<file path="src/rtl/seq_detect_ctrl_if.sv">
// Bundle of configuration, command, serial-input and status signals for seq_detect_ctrl.
// The master drives config/commands/bits; the slave is the detector itself.
interface seq_detect_ctrl_if #(
   parameter int PAT_W = 8,
   parameter int CNT_W = 8
);
   // Handshake: a config transfer happens on a rising edge where cfg_valid && cfg_ready;
   // in_valid has no back-pressure, each cycle with in_valid=1 in ARMED offers exactly one bit.
   logic             cfg_valid;
   logic             cfg_ready;
   logic [PAT_W-1:0] cfg_pattern;
   logic [3:0]       cfg_len;
   logic             cfg_overlap;
   logic [CNT_W-1:0] cfg_limit;
   logic             start;
   logic             abort;
   logic             in_valid;
   logic             in;
   logic             match;
   logic [CNT_W-1:0] match_count;
   logic             busy;
   logic             done;
   logic [1:0]       state_dbg;

   modport master (
      output cfg_valid, cfg_pattern, cfg_len, cfg_overlap, cfg_limit,
      output start, abort, in_valid, in,
      input  cfg_ready, match, match_count, busy, done, state_dbg
   );

   modport slave (
      input  cfg_valid, cfg_pattern, cfg_len, cfg_overlap, cfg_limit,
      input  start, abort, in_valid, in,
      output cfg_ready, match, match_count, busy, done, state_dbg
   );
endinterface

</file>
<file path="src/rtl/seq_detect_ctrl.sv">
// Programmable serial-pattern detector: runtime pattern/length, overlap mode,
// arm/disarm commands and a saturating match counter with optional stop limit.
module seq_detect_ctrl #(
   parameter int PAT_W = 8,
   parameter int CNT_W = 8
) (
   input logic              clk,
   input logic              rst,
   seq_detect_ctrl_if.slave bus
);
   typedef enum logic [1:0] {S_IDLE = 2'd0, S_ARMED = 2'd1, S_DONE = 2'd2} state_t;

   localparam logic [3:0] LEN_MAX = 4'(PAT_W);

   state_t           r_state;
   state_t           w_state_nx;
   logic [PAT_W-1:0] r_pattern;
   logic [3:0]       r_len;
   logic             r_overlap;
   logic [CNT_W-1:0] r_limit;
   logic [PAT_W-1:0] r_hist;
   logic [3:0]       r_fill;
   logic             r_match;
   logic [CNT_W-1:0] r_count;

   logic             w_cfg_fire;
   logic             w_clear;
   logic             w_accept;
   logic [PAT_W-1:0] w_hist_nx;
   logic [PAT_W-1:0] w_mask;
   logic [3:0]       w_fill_inc;
   logic [3:0]       w_len_clamped;
   logic             w_hit;
   logic [CNT_W-1:0] w_count_inc;
   logic             w_limit_hit;

   always_comb begin
      w_cfg_fire    = bus.cfg_valid && (r_state == S_IDLE);
      w_clear       = bus.start && !bus.abort;
      w_accept      = (r_state == S_ARMED) && bus.in_valid && !bus.start && !bus.abort;
      w_hist_nx     = {r_hist[PAT_W-2:0], bus.in};
      w_fill_inc    = (r_fill >= r_len) ? r_len : r_fill + 4'd1;
      w_len_clamped = (bus.cfg_len == 4'd0)   ? 4'd1 :
                      (bus.cfg_len > LEN_MAX) ? LEN_MAX : bus.cfg_len;
      w_mask        = '0;
      for (int i = 0; i < PAT_W; i++) begin
         w_mask[i] = (4'(i) < r_len);
      end
      // Match is judged on the history and fill as they will be after this bit
      w_hit         = w_accept && (w_fill_inc == r_len) &&
                      (((w_hist_nx ^ r_pattern) & w_mask) == '0);
      w_count_inc   = (r_count == '1) ? r_count : r_count + CNT_W'(1);
      w_limit_hit   = w_hit && (r_limit != '0) && (w_count_inc == r_limit);
   end

   always_comb begin
      w_state_nx = r_state;
      case (r_state)
         S_IDLE: begin
            if (bus.start && !bus.abort) w_state_nx = S_ARMED;
         end
         S_ARMED: begin
            if (bus.abort)        w_state_nx = S_IDLE;
            else if (bus.start)   w_state_nx = S_ARMED;
            else if (w_limit_hit) w_state_nx = S_DONE;
         end
         S_DONE: begin
            if (bus.abort)      w_state_nx = S_IDLE;
            else if (bus.start) w_state_nx = S_ARMED;
         end
         default: w_state_nx = S_IDLE;
      endcase
   end

   always_ff @(posedge clk or negedge rst) begin
      if (!rst) r_state <= S_IDLE;
      else      r_state <= w_state_nx;
   end

   always_ff @(posedge clk or negedge rst) begin
      if (!rst) begin
         r_pattern <= '0;
         r_len     <= LEN_MAX;
         r_overlap <= 1'b0;
         r_limit   <= '0;
         r_hist    <= '0;
         r_fill    <= '0;
         r_match   <= 1'b0;
         r_count   <= '0;
      end else begin
         if (w_cfg_fire) begin
            r_pattern <= bus.cfg_pattern;
            r_len     <= w_len_clamped;
            r_overlap <= bus.cfg_overlap;
            r_limit   <= bus.cfg_limit;
         end
         r_match <= w_hit;
         if (w_clear) begin
            r_hist  <= '0;
            r_fill  <= '0;
            r_count <= '0;
         end else if (w_accept) begin
            r_hist <= w_hist_nx;
            // Non-overlapping mode forces a full fresh pattern after every match
            r_fill <= (w_hit && !r_overlap) ? 4'd0 : w_fill_inc;
            if (w_hit) r_count <= w_count_inc;
         end
      end
   end

   assign bus.cfg_ready   = (r_state == S_IDLE);
   assign bus.busy        = (r_state == S_ARMED);
   assign bus.done        = (r_state == S_DONE);
   assign bus.match       = r_match;
   assign bus.match_count = r_count;
   assign bus.state_dbg   = r_state;
endmodule

</file>
<file path="src/flat_wrapper.sv">
// flat-port wrapper written by rule: the top's interface ports become plain ports
module seq_detect_ctrl_flat 
#(
   parameter int PAT_W = 8,
   parameter int CNT_W = 8
)
  (clk, rst, bus_cfg_valid, bus_cfg_pattern, bus_cfg_len, bus_cfg_overlap, bus_cfg_limit, bus_start, bus_abort, bus_in_valid, bus_in, bus_cfg_ready, bus_match, bus_match_count, bus_busy, bus_done, bus_state_dbg);
  seq_detect_ctrl_if #(.PAT_W(PAT_W), .CNT_W(CNT_W)) bus_i ();
  input logic clk;
  input logic rst;
  input wire logic [$bits(bus_i.cfg_valid)-1:0] bus_cfg_valid;
  input wire logic [$bits(bus_i.cfg_pattern)-1:0] bus_cfg_pattern;
  input wire logic [$bits(bus_i.cfg_len)-1:0] bus_cfg_len;
  input wire logic [$bits(bus_i.cfg_overlap)-1:0] bus_cfg_overlap;
  input wire logic [$bits(bus_i.cfg_limit)-1:0] bus_cfg_limit;
  input wire logic [$bits(bus_i.start)-1:0] bus_start;
  input wire logic [$bits(bus_i.abort)-1:0] bus_abort;
  input wire logic [$bits(bus_i.in_valid)-1:0] bus_in_valid;
  input wire logic [$bits(bus_i.in)-1:0] bus_in;
  output wire logic [$bits(bus_i.cfg_ready)-1:0] bus_cfg_ready;
  output wire logic [$bits(bus_i.match)-1:0] bus_match;
  output wire logic [$bits(bus_i.match_count)-1:0] bus_match_count;
  output wire logic [$bits(bus_i.busy)-1:0] bus_busy;
  output wire logic [$bits(bus_i.done)-1:0] bus_done;
  output wire logic [$bits(bus_i.state_dbg)-1:0] bus_state_dbg;
  assign bus_i.cfg_valid = bus_cfg_valid;
  assign bus_i.cfg_pattern = bus_cfg_pattern;
  assign bus_i.cfg_len = bus_cfg_len;
  assign bus_i.cfg_overlap = bus_cfg_overlap;
  assign bus_i.cfg_limit = bus_cfg_limit;
  assign bus_i.start = bus_start;
  assign bus_i.abort = bus_abort;
  assign bus_i.in_valid = bus_in_valid;
  assign bus_i.in = bus_in;
  assign bus_cfg_ready = bus_i.cfg_ready;
  assign bus_match = bus_i.match;
  assign bus_match_count = bus_i.match_count;
  assign bus_busy = bus_i.busy;
  assign bus_done = bus_i.done;
  assign bus_state_dbg = bus_i.state_dbg;
  seq_detect_ctrl #(.PAT_W(PAT_W), .CNT_W(CNT_W)) u_core (.clk(clk), .rst(rst), .bus(bus_i));
endmodule
</file>
<file path="config.mk">
export PLATFORM = sky130hd
export DESIGN_NAME = seq_detect_ctrl_flat
export DESIGN_NICKNAME = d
export VERILOG_FILES = /design/src/rtl/seq_detect_ctrl_if.sv /design/src/rtl/seq_detect_ctrl.sv /design/src/flat_wrapper.sv
export SDC_FILE = /design/constraint.sdc
export NUM_CORES = 1
export LEC_CHECK = 0
export BUFFER_PORTS_ARGS = -buffer_cell sky130_fd_sc_hd__buf_4
export CAP_MARGIN = 25
export CORE_MARGIN = 5
export CORE_UTILIZATION = 35
export DETAILED_ROUTE_END_ITERATION = 12
export GPL_TIMING_DRIVEN = 0
export HOLD_SLACK_MARGIN = 0.05
export PLACE_DENSITY_LB_ADDON = 0.12
export SYNTH_ARGS = -nofsm -noshare
export SYNTH_HDL_FRONTEND = slang
export SYNTH_SLANG_ARGS = --single-unit
</file>
<file path="constraint.sdc">
create_clock -name clk -period 4.2 [get_ports clk]
set_clock_uncertainty 0.1 [all_clocks]
set_input_delay 0.42 -clock clk [delete_from_list [all_inputs] [get_ports clk]]
set_output_delay 0.42 -clock clk [all_outputs]
set_load 0.01 [all_outputs]
</file>
==> impl_metrics.csv, run 1 <==
group,metric,value,unit
status,outcome,"finished, final reports clean",
timing,fin_crit_sh,71.4,%
route,via_count,2109,
logic_synthesis,synth_edf_count,0,
setup_path,arrival,3.11,ns
logic_synthesis,ys_top_cells_by_count,"42 x dfrtp_1, 27 x nand2_1, 18 x a21oi_1",
clock_tree,cts_tree,"built",
logic_synthesis,ys_ff_latch,43,
place,place_ws,1.25,ns
clock_tree,cts.path.max_buffers,2,
clock_tree,cts_setup_buffers,0,
setup_path,startpoint_type,"register",
place,dp_hpwl,4.68,mm
logic_synthesis,synthTopCellsByArea,"dfrtp_1 41%, mux2_2 6.6%, nand2_1 4.0%",
clock_tree,cts_inserted_buffers,5,
die,start_util,35.6,%
timing,finalCriticalPeriod,3.00,ns
logic_synthesis,syn_inst,263,
grt,grt-ovfl-total,0,
die,dieWidth,95.4,um
timing,slew_violations,0,
route,wl_per_cell,14.9,um
cells_and_area,area.growth.synth_to_final,21.9,%
grt,antenna_found_initial,0,
route,postRouteAntennaNets,0,
clock_tree,cts_resized,0,
timing,tightest_slew,0.983,ns
timing,tns,0,ns
logic_synthesis,synth-main-ff-cell,"dfrtp_1",
die,core,0.00718,mm^2
hold_path,hold_class,"input pin to register",
die,dieHeight,95.4,um
logic_synthesis,synth.distinct_cells,51,
place,io_buffers,41,
route,first_pass_iters,4,
clock_tree,cts_htree_levels,2,
setup_path,critical_path_class,"register to register",
cells_and_area,num_antenna_cells,0,
logic_synthesis,syn_area,0.00255,mm^2
place,gp_congestion,0.780,
grt,grt_pass1_vias,2083,
die,dieArea,0.00910,mm^2
logic_synthesis,synth.top_cell.area_share,41.2,%
route,drt_drc_violations_left,0,
hold_path,hold_path_depth,2,
setup_path,end_kind,"register",
clock_tree,clk_pin_slew,0.09,ns
logic_synthesis,synth_fp_nets,297,
power_and_ir_drop,vdd_ir_drop_max,0.137,mV
flow_run,drv_cap,0,
timing,rsz0062_at_grt,"no",
logic_synthesis,avgSynthCellArea,9.70,um^2
logic_synthesis,yosysTopAreaCell,"dfrtp_1",
logic_synthesis,yosys_warnings,0,
clock_tree,cts_sinks,43,
cells_and_area,fin_nets,346,
timing,max_slew_margin,34.5,%
setup_path,cp.required,4.31,ns
cells_and_area,fin_cells,412,
power_and_ir_drop,leakagePower,1.35,nW
setup_path,worst_r2r_path_depth,9,
timing,setup_viol,0,
grt,grt_pass1_wl,10.3,mm
die,core.rowCount,31,
setup_path,crit_fanout,5,
place,dp.cells,403,
logic_synthesis,synthArstFlopShare,100,%
cells_and_area,drive_above_1_share,24.3,%
grt,grt.total_usage,14.6,%
clock_tree,clk_latency,0.30,ns
logic_synthesis,synthMostInstantiatedCell,"dfrtp_1",
timing,finalWorstSetupSlack,1.20,ns
die,num_io_pins,42,
timing,fmax,333,MHz
route,wl,6.15,mm
grt,grt_max_degree,44,
clock_tree,cts_root_buf,"clkbuf_8",
power_and_ir_drop,cellPowerDensity,329,mW/mm^2
timing,finalHoldViolCount,0,
route,routed_via_density,5.12,
route,drtIter0Drc,108,
logic_synthesis,ys_seq_area_share,42.2,%
==> state kept, by name, summed over array words and instances (netlist names), 2 cells and up <==
name	cells
u_core.r_hist	7
u_core.bus.state_dbg	2
u_core.r_pattern	8
u_core.r_fill	4
u_core.r_limit	8
u_core.bus.match_count	8
u_core.r_len	4
==> per-layer routing <==
| metal | track usage (%) | vias up | routed length [um] |
|---|---|---|---|
| li1 | - | 1060 | - |
| met1 | 21.5 | 995 | 3060 |
| met2 | 21.6 | 48 | 2740 |
| met3 | 3.00 | 6 | 290 |
| met4 | 4.27 | 0 | 60 |
| met5 | 0 | - | 0 |
==> layout by cell type, fill, tap and decap left out, types with 4 or more instances in the layout <==
cell,instances
ha_1,6
nand2_1,27
a21o_1,5
mux2_2,15
o21ai_0,13
nor3_1,7
dfrtp_1,42
nand4_1,4
nand2b_1,7
buf_4,41
xnor2_1,9
clkbuf_1,9
inv_1,11
xor2_1,9
nand3_1,10
nor2_1,12
a31oi_1,4
mux2i_1,6
a21oi_1,18
clkbuf_8,5
==> final cells by class <==
| cell class | instances | area [um^2] |
|---|---|---|
| plain buffers | 12 | 53.8 |
| repair buffers | 42 | 318 |
| clock inverters | 3 | 47.5 |
| clock buffers | 5 | 68.8 |
| fillers | 723 | 4070 |
| inverters | 11 | 41.3 |
| well taps | 99 | 124 |
| flip-flops and latches | 43 | 1080 |
| multi-input cells | 197 | 1380 |
==> critical path: stages (launching register included) <==
cell and delay (ns):
dfrtp_1 0.45, inv_1 0.08, ha_1 0.29, nand2b_1 0.14
a21o_1 0.18, a21o_1 0.19, a221oi_1 0.85, or2_2 0.27
o41ai_1 0.07, a221oi_1 0.28
==> through the flow <==
step	area, um^2	util [%]	hold slack (ns)	total power [mW]
2_1_floorplan	2550	-	0.0244	0.622
3_3_place_gp	2980	41.6	0.360	0.689
3_5_place_dp	2980	41.6	0.362	0.693
4_1_cts	3110	43.3	0.178	1.04
5_1_grt	3110	43.3	0.196	1.08
6_report	3110	43.3	0.189	1.02
==> kinds of logic after synthesis <==
logic type               count (synthesis)  synth area share [%]
AO/OA/AOI/OAI                           61                  16.3
XOR/XNOR                                18                  6.18
adder cells (fa/ha/maj)                  6                  2.94
buffers and inverters                   23                  3.73
flip-flops                              43                  42.2
multiplexers                            21                  8.98
AND/OR/NAND/NOR                         91                  19.6
==> path summary, 6_finish.rpt <==
path                                                  end                 from  slack (ns)
min in group asynchronous             u_core.r_pattern[4]                  rst        0.54
worst max-delay path              u_core.bus.state_dbg[0]     u_core.r_fill[0]        1.20
worst min register to register        u_core.r_pattern[3]  u_core.r_pattern[3]        0.44
worst min-delay path              u_core.bus.state_dbg[0]            bus_abort        0.19
max in group asynchronous       u_core.bus.match_count[5]                  rst        3.08
worst max register to register    u_core.bus.state_dbg[0]     u_core.r_fill[0]        1.20
==> report_power, final <==
part / switching (mW) / internal, mW / total [mW]
sequential: 0.0298 / 0.447 / 0.476
clock: 0.160 / 0.180 / 0.341
combinational: 0.106 / 0.100 / 0.206
total: 0.296 / 0.727 / 1.02
==> repair_timing <==
action,CTS,global route
hold buffers,1,0
endpoints found under the hold margin,42,0
endpoints found under the setup margin,0,0
Note: power is estimated with default switching activity, not from simulation.
==> run 2, diff against run 1 <==
==> constraint.sdc (replaced) <==
create_clock -name clk -period 2.6 [get_ports clk]
set_clock_uncertainty 0.1 [all_clocks]
set_input_delay 0.26 -clock clk [delete_from_list [all_inputs] [get_ports clk]]
set_output_delay 0.26 -clock clk [all_outputs]
set_load 0.01 [all_outputs]
==> impl_metrics.csv, run 2 (synthesis gave the netlist of run 1 again) <==
group,metric,value,unit
cells_and_area,num_antenna_cells,0,
clock_tree,cts.path.max_buffers,2,
setup_path,critical_path_class,"register to register",
grt,grt_pass1_wl,10.4,mm
hold_path,hold_class,"input pin to register",
timing,slew_violations,0,
power_and_ir_drop,p_int,1.13,mW
power_and_ir_drop,p_total,1.65,mW
setup_path,startpoint_type,"register",
grt,grt-ovfl-total,0,
clock_tree,cts_inserted_buffers,5,
grt,grt_max_degree,44,
cells_and_area,area.growth.synth_to_final,30.6,%
timing,finalCriticalPeriod,2.57,ns
route,wl,6.46,mm
place,dp_hpwl,4.74,mm
die,num_io_pins,42,
clock_tree,cts_tree,"built",
power_and_ir_drop,pwr-share-clk,28.2,%
clock_tree,cts_sinks,43,
route,drtIter0Drc,84,
cells_and_area,drive_above_1_share,32.7,%
grt,antenna_found_initial,0,
timing,fmax,390,MHz
timing,tightest_slew,0.572,ns
power_and_ir_drop,switchingPower,0.522,mW
power_and_ir_drop,cellPowerDensity,497,mW/mm^2
setup_path,arrival,2.65,ns
grt,grt_pass1_vias,2129,
setup_path,crit_fanout,4,
flow_run,drv_cap,0,
timing,rsz0062_at_grt,"yes",
cells_and_area,utilization,46.4,%
route,postRouteAntennaNets,0,
route,first_pass_iters,4,
clock_tree,clk_latency,0.31,ns
place,io_buffers,41,
die,dieHeight,95.4,um
power_and_ir_drop,leakagePower,1.43,nW
cells_and_area,fill_cells,724,
power_and_ir_drop,p_seq_share,46.6,%
die,core.rowCount,31,
die,dieWidth,95.4,um
cells_and_area,final_cell_mix,"54 x buf_4, 39 x dfrtp_1, 27 x nand2_1",
cells_and_area,final_common_cell,"buf_4",
route,routed_via_density,5.13,
die,start_util,35.6,%
place,placed_cell_area,0.00299,mm^2
setup_path,cp.required,2.69,ns
route,via_count,2185,
status,outcome,"finished, final reports clean",
clock_tree,cts_root_buf,"clkbuf_8",
timing,fin_crit_sh,98.7,%
timing,setup_viol,0,
grt,grt.total_usage,14.8,%
setup_path,end_kind,"register",
timing,hold_ws,0.0601,ns
die,dieArea,0.00910,mm^2
route,drt_drc_violations_left,0,
timing,finalHoldViolCount,0,
timing,max_slew_margin,61.9,%
route,wl_per_cell,15.2,um
clock_tree,clk_pin_slew,0.09,ns
cells_and_area,finalInstanceArea,0.00333,mm^2
power_and_ir_drop,swShare,31.6,%
cells_and_area,fin_nets,360,
die,core,0.00718,mm^2
power_and_ir_drop,vdd_ir_drop_max,0.274,mV
clock_tree,cts_htree_levels,2,
place,gp_congestion,0.809,
power_and_ir_drop,power_frac_comb,25.2,%
[run 2: cell types whose count changed in the layout (fill, tap and decap cells not counted), sizes merged]
cell | before | now
clkinvlp | 0 | 2
bufinv | 1 | 0
clkbuf | 14 | 11
buf | 44 | 59
clkinv | 1 | 0
dlygate4sd3 | 1 | 3
[run 2: power groups by stage]
stage	clock (mW)	sequential, mW	combinational, mW
3_3_place_gp	0	0.782	0.337
3_5_place_dp	0	0.785	0.340
2_1_floorplan	0	0.771	0.240
6_report	0.466	0.771	0.417
5_1_grt	0.491	0.780	0.459
4_1_cts	0.474	0.772	0.382
[run 2: final timing paths]
check | from | to | slack, ns | cells past startpoint
setup / recovery | u_core.r_len[0] | u_core.bus.state_dbg[0] | 0.03 | 8
hold / removal | bus_cfg_limit[5] | u_core.r_limit[5] | 0.06 | 3
setup reg to reg | u_core.r_len[0] | u_core.bus.state_dbg[0] | 0.03 | 8
hold reg to reg | u_core.r_limit[1] | u_core.r_limit[1] | 0.43 | 1
max in group asynchronous | rst | u_core.bus.match_count[0] | 1.61 | 2
min in group asynchronous | rst | u_core.r_pattern[1] | 0.37 | 2
[run 2: routing by layer]
| metal | share of wire, % | GRT usage [%] | vias up |
|---|---|---|---|
| li1 | - | - | 1074 |
| met1 | 50 | 21.5 | 1056 |
| met2 | 44 | 22.3 | 47 |
| met3 | 4.3 | 2.60 | 8 |
| met4 | 1.4 | 4.74 | 0 |
| met5 | 0 | 0 | - |
[run 2: critical path, cell delays in order, from the launching register on]
cell,delay (ns)
dfrtp_1,0.40
buf_6,0.12
or4b_4,0.53
a2111oi_4,0.35
a21oi_2,0.12
a2bb2oi_4,0.21
buf_4,0.17
o41ai_2,0.34
a221oi_1,0.11
[run 2: final cells by class]
type | instances | area [um^2] | share of cell area [%]
buffer | 9 | 52.6 | 1.58
clock buffer | 5 | 68.8 | 2.07
clock inverter | 3 | 23.8 | 0.713
inverter | 11 | 41.3 | 1.24
multi-input combinational | 197 | 1480 | 44.5
sequential | 43 | 1080 | 32.4
tap | 99 | 124 | 3.72
timing repair buffer | 59 | 458 | 13.7
[run 2: metrics by stage]
stage / worst slack, ns / setup TNS (ns) / cells
2_1_floorplan: 0.0518 / 0 / 263
3_3_place_gp: -0.239 / -1.17 / 403
3_5_place_dp: -0.186 / -1.15 / 403
4_1_cts: -0.0627 / -0.285 / 420
5_1_grt: -0.0769 / -0.396 / 426
6_report: 0.0335 / 0 / 426
[run 2: what timing repair did]
| action | 4_1_cts | 5_1_grt |
|---|---|---|
| cloned | 0 | 0 |
| buffers inserted | 7 | 9 |
| setup endpoints to repair | 12 | 14 |
| hold buffers | 3 | 0 |
| endpoints found under the hold margin | 44 | 0 |
| gates resized for setup | 16 | 13 |
| pin swaps | 11 | 7 |
